**src/rtl/imm_ext_pkg.sv**
```systemverilog
// -----------------------------------------------------------------------------
// imm_ext_pkg
// Shared definitions for immediate extension. The decode, ALU-control and
// extension blocks all use these mode encodings.
//   imm_mode_t : 2-bit extension mode selector
//   MODE_SEXT  : sign-extend the full immediate
//   MODE_ZEXT  : zero-extend the full immediate
//   MODE_UPPER : place the immediate in the top bits (LUI)
//   MODE_BSEXT : sign-extend the low byte only (LB)
// -----------------------------------------------------------------------------
package imm_ext_pkg;

    typedef logic [1:0] imm_mode_t;

    localparam imm_mode_t MODE_SEXT  = 2'b00;
    localparam imm_mode_t MODE_ZEXT  = 2'b01;
    localparam imm_mode_t MODE_UPPER = 2'b10;
    localparam imm_mode_t MODE_BSEXT = 2'b11;

endpackage : imm_ext_pkg

```
**src/rtl/imm_ext_core.sv**
```systemverilog
// -----------------------------------------------------------------------------
// imm_ext_core
// Purely combinational immediate extender.
//   i_imm  [IN_W-1:0]  raw immediate
//   i_mode [1:0]       extension mode (MODE_*)
//   o_data [OUT_W-1:0] extended operand
// When OUT_W == IN_W the sign, zero and upper modes degenerate to a pass-through;
// the size casts and a zero-distance shift handle that without special cases.
// -----------------------------------------------------------------------------
module imm_ext_core
    import imm_ext_pkg::*;
#(
    parameter int IN_W  = 16,
    parameter int OUT_W = 32
) (
    input  logic [IN_W-1:0]  i_imm,
    input  imm_mode_t        i_mode,
    output logic [OUT_W-1:0] o_data
);

    localparam int SHIFT = OUT_W - IN_W;

    logic [7:0] w_byte;

    assign w_byte = i_imm[7:0];

    // Mode mux: every 2-bit code is a legal mode.
    always_comb begin
        o_data = '0;
        case (i_mode)
            MODE_SEXT:  o_data = OUT_W'($signed(i_imm));
            MODE_ZEXT:  o_data = OUT_W'(i_imm);
            MODE_UPPER: o_data = OUT_W'(i_imm) << SHIFT;
            MODE_BSEXT: o_data = OUT_W'($signed(w_byte));
            default:    o_data = '0;
        endcase
    end

endmodule : imm_ext_core

```
**src/rtl/imm_extend_pipe.sv**
```systemverilog
// -----------------------------------------------------------------------------
// imm_extend_pipe
// Registered immediate-extension unit: extends the immediate at acceptance and
// queues the result in a DEPTH-entry FIFO with valid/ready on both sides.
//   Clk       clock, rising edge
//   Rst       synchronous active-low reset; flushes all queued entries
//   InValid   producer has an immediate
//   InReady   an input can be accepted this cycle (registered occupancy only)
//   InImm     raw immediate, IN_W bits
//   InMode    extension mode (MODE_*)
//   OutValid  FIFO head is valid
//   OutReady  consumer takes the head this cycle
//   OutData   extended result at the head
//   OutNeg    sign bit of the head result, stored with the entry
//   Count     current occupancy
// -----------------------------------------------------------------------------
module imm_extend_pipe
    import imm_ext_pkg::*;
#(
    parameter int IN_W  = 16,
    parameter int OUT_W = 32,
    parameter int DEPTH = 2
) (
    input  logic                     Clk,
    input  logic                     Rst,
    input  logic                     InValid,
    output logic                     InReady,
    input  logic [IN_W-1:0]          InImm,
    input  imm_mode_t                InMode,
    output logic                     OutValid,
    input  logic                     OutReady,
    output logic [OUT_W-1:0]         OutData,
    output logic                     OutNeg,
    output logic [$clog2(DEPTH):0]   Count
);

    localparam int AW = $clog2(DEPTH);
    localparam int CW = AW + 1;

    generate
        if (IN_W < 8) begin : g_bad_in_w_small
            $error("imm_extend_pipe: IN_W must be at least 8");
        end
        if (IN_W > OUT_W) begin : g_bad_in_w_large
            $error("imm_extend_pipe: IN_W must not exceed OUT_W");
        end
        if ((DEPTH < 2) || ((DEPTH & (DEPTH - 1)) != 0)) begin : g_bad_depth
            $error("imm_extend_pipe: DEPTH must be a power of two, at least 2");
        end
    endgenerate

    logic [OUT_W-1:0] r_mem [DEPTH];
    logic             r_neg [DEPTH];
    logic [AW-1:0]    r_wr_ptr;
    logic [AW-1:0]    r_rd_ptr;
    logic [CW-1:0]    r_count;

    logic [OUT_W-1:0] w_ext;
    logic             w_push;
    logic             w_pop;

    imm_ext_core #(
        .IN_W  (IN_W),
        .OUT_W (OUT_W)
    ) u_core (
        .i_imm  (InImm),
        .i_mode (InMode),
        .o_data (w_ext)
    );

    // A full FIFO refuses input even when it is popping in the same cycle,
    // so InReady never depends on OutReady.
    assign InReady  = Rst && (r_count < CW'(DEPTH));
    assign OutValid = (r_count != CW'(0));
    assign w_push   = InValid && InReady;
    assign w_pop    = OutValid && OutReady;

    // Storage is cleared on reset, so the head reads as zero until refilled.
    assign OutData  = r_mem[r_rd_ptr];
    assign OutNeg   = r_neg[r_rd_ptr];
    assign Count    = r_count;

    // FIFO storage, pointers and occupancy.
    always_ff @(posedge Clk) begin
        if (!Rst) begin
            for (int i = 0; i < DEPTH; i++) begin
                r_mem[i] <= '0;
                r_neg[i] <= 1'b0;
            end
            r_wr_ptr <= '0;
            r_rd_ptr <= '0;
            r_count  <= '0;
        end else begin
            if (w_push) begin
                r_mem[r_wr_ptr] <= w_ext;
                r_neg[r_wr_ptr] <= w_ext[OUT_W-1];
                r_wr_ptr        <= r_wr_ptr + AW'(1);
            end
            if (w_pop) begin
                r_rd_ptr <= r_rd_ptr + AW'(1);
            end
            case ({w_push, w_pop})
                2'b10:   r_count <= r_count + CW'(1);
                2'b01:   r_count <= r_count - CW'(1);
                default: r_count <= r_count;
            endcase
        end
    end

endmodule : imm_extend_pipe
```
**config.mk**
```make
export PLATFORM = sky130hd
export DESIGN_NAME = imm_extend_pipe
export DESIGN_NICKNAME = d
export VERILOG_FILES = /design/src/rtl/imm_ext_pkg.sv /design/src/rtl/imm_ext_core.sv /design/src/rtl/imm_extend_pipe.sv
export SDC_FILE = /design/constraint.sdc
export NUM_CORES = 1
export LEC_CHECK = 0
export ABC_AREA = 1
export CORE_ASPECT_RATIO = 0.7
export CORE_MARGIN = 2
export CORE_UTILIZATION = 57
export DETAILED_ROUTE_END_ITERATION = 10
export GPL_ROUTABILITY_DRIVEN = 0
export GPL_TIMING_DRIVEN = 1
export PLACE_DENSITY = 0.85
export SLEW_MARGIN = 15
export SYNTH_ARGS = -nofsm -noshare
export SYNTH_HDL_FRONTEND = slang
export SYNTH_HIERARCHICAL = 1
export SYNTH_SLANG_ARGS = --single-unit
```
**constraint.sdc**
```tcl
create_clock -name Clk -period 3.6 [get_ports Clk]
set_input_delay 0.72 -clock Clk [delete_from_list [all_inputs] [get_ports Clk]]
set_output_delay 0.72 -clock Clk [all_outputs]
set_load 0.005 [all_outputs]
```
==> flow_summary.yaml <==
setup_path:
  reg2reg_slack_ps: 1760
  arrival_ps: 2140
  path_cells: "clkdlybuf4s50_1 -> inv_1 -> nor2_1 -> clkdlybuf4s50_1"
  crit_path_frequent_cell: "clkdlybuf4s50_1"
  critPathLaunch: "Rst"
  crit_end: "InReady"
  ff2ff_path_depth: 6
  critPathTopFamily: "buffers and inverters"
  cp_slowest_cell: "clkdlybuf4s50_1"
  r2r_start: "Count[1]"
  critPathMaxFanout: 10
  crit_required_ps: 2880
  crit_type: "input port to primary output"
  critical_path_buf_inv_count: 3
  start_kind: "input port"
  r2r-end: "r_mem[0][26]"
  cp_num_cells: 4
  worst_setup_path_end_kind: "primary output"
  crit_path_max_incr_delay_ps: 730
cts:
  cts_buffers: 9
  cts_setup_buffers: 0
  clk-insertion-delay-late_ps: 350
  clkSlewWorstSetupHoldPaths_ps: 70
  cts_tree: "built"
  post_cts_resize_count: 0
  cts-root-buf: "clkbuf_8"
  cts_max_level: 3
  clk_path_buf_depth: 2
  cts.sinks: 71
  postCtsHoldBufs: 0
sta:
  worst_slew_pin_slew_ps: 643
  hold_ws_ps: 491
  fmax_ghz: 0.350
  final-setup-viol-count: 0
  fin_ws_ps: 744
  finalHoldViolations: 0
  fin_crit_ps: 2860
  final.setup_skew_ps: 7.95
  relSlewSlack_pct: 57.1
  rsz0062_at_grt: "no"
  final.setup.tns_ps: 0
  final.period_utilization_pct: 79.3
  slew_viol_final: 0
power_and_ir_drop:
  power.leakage_nw: 1.78
  vdd_drop_max_v: 0.000478
  total_power_w: 0.00210
  power_density_nw_per_um2: 495
final_layout:
  final_cell_mix: "nor2_1 (68), edfxtp_1 (64), clkdlybuf4s50_1 (58), inv_1 (47), mux2_2 (33)"
  fin_nets: 401
  drive_gt1_share_pct: 18.5
  fin_cells: 458
  syn_to_final_growth_pct: 23.8
  layout_commonest_cell: "nor2_1"
  antennaDiodeCount: 0
logic_synthesis:
  netlist_area_um2: 3430
  syn_avg_cell_area_um2: 10.7
  synth_edf_count: 64
  syn_nets: 344
  synth_top_area_share_pct: 56.1
  ys_seq_area_share_pct: 60.2
  async_reset_ff_share_pct: 0
  yosysWarnings: 6
  ys_seq_elements: 71
  synthFlopType: "edfxtp_1"
  synthCells: 321
  synth_area_leader_cell: "edfxtp_1"
  ys_types: 20
  synth_area_leaders: "edfxtp_1 (56%), mux2_2 (11%), nor2_1 (7.5%)"
drt:
  first_pass_iters: 6
  drc_errors: 0
  wirelength_mm: 6.84
  drtIter0Drc: 216
  wl_per_cell_um: 14.9
  drt-vias-per-instance: 5.25
  drt.antenna.violating_nets: 0
  vias: 2404
grt:
  grt_antenna_before_repair: 0
  grt_pass1_wl_mm: 11.1
  grt_pass1_vias: 2296
  grt_overflow: 0
  grt_use_total_pct: 22.3
  grt_max_degree: 35
die:
  die_area_um2: 6660
  placementRows: 23
  die_h_um: 68.9
  initial_core_util_pct: 59.5
  die_w_um: 96.7
  core_area_um2: 5760
  io_pins: 59
placed_design:
  place_ws_ps: 704
  portBuffers: 58
  dp_hpwl_mm: 4.60
  post-place-cells: 442
min_path:
  hp-class: "register to register"
job:
  drv_cap: 0
outcome:
  outcome: "completed"
report_power, final:
group          switching [W]  internal (W)
Combinational       0.000189      0.000216
Sequential         0.0000211      0.000966
Clock               0.000280      0.000425
Total               0.000490       0.00161
state kept, by name (all words and copies together) (netlist names), named ones only:
register  count
r_neg         2
r_wr_ptr      1
r_rd_ptr      1
Count         2
r_mem        64
logic make-up (layout without fill, tap and decap cells):
family                     after synthesis  count (layout)  synth area share (%)
muxes                                   33              33                  10.8
adders and majority gates                1               1                 0.365
DFF                                     71              71                  60.2
AOI/OAI and AO/OA                        9               9                  1.39
and+or+nand+nor                        139             139                  18.1
buffers and inverters                   68             130                  9.09
synthesized netlist by cell type (all sizes together) (2+ instances only):
library cell and count:
nand3 32, a21oi 2, nand2 26, buf 17, mux2 33, o21ai 6
edfxtp 64, nor2 80, dfxtp 7, inv 51
layout make-up:
type | count | area [µm²]
clock buffers | 12 | 155
clock inverters | 4 | 68.8
fillers | 407 | 1510
inverters | 51 | 191
multi-input cells | 182 | 1050
flip-flops and latches | 71 | 2060
well taps | 75 | 93.8
repair buffers | 63 | 618
per-layer routing:
layer	track usage (%)	vias to the layer above	wire, µm
li1	-	1159	-
met1	28.6	1129	3050
met2	37.2	105	3050
met3	7.56	11	665
met4	6.16	0	80
met5	0	-	0
metrics by stage:
stage,area [µm²],util [%]
after floorplan,3430,-
after global placement,4020,69.8
after detailed placement,4020,69.8
after CTS,4240,73.7
after global routing,4240,73.7
final,4240,73.7
worst min path at each step:
| stage | start | to | slack (ps) | depth (start not counted) |
|---|---|---|---|---|
| after floorplan | r_neg[1] | r_neg[1] | 450 | 2 |
| after global placement | r_neg[1] | r_neg[1] | 470 | 2 |
| after detailed placement | r_neg[1] | r_neg[1] | 480 | 2 |
| after CTS | r_neg[1] | r_neg[1] | 490 | 2 |
| after global routing | r_neg[0] | r_neg[0] | 520 | 2 |
| final | r_neg[1] | r_neg[1] | 490 | 2 |
tightest hold or removal path, stage by stage (launching register included):
cell and delay, ps:
dfxtp_1 330, nand3_1 70, o21ai_0 60
(Power assumes the default switching activity.)
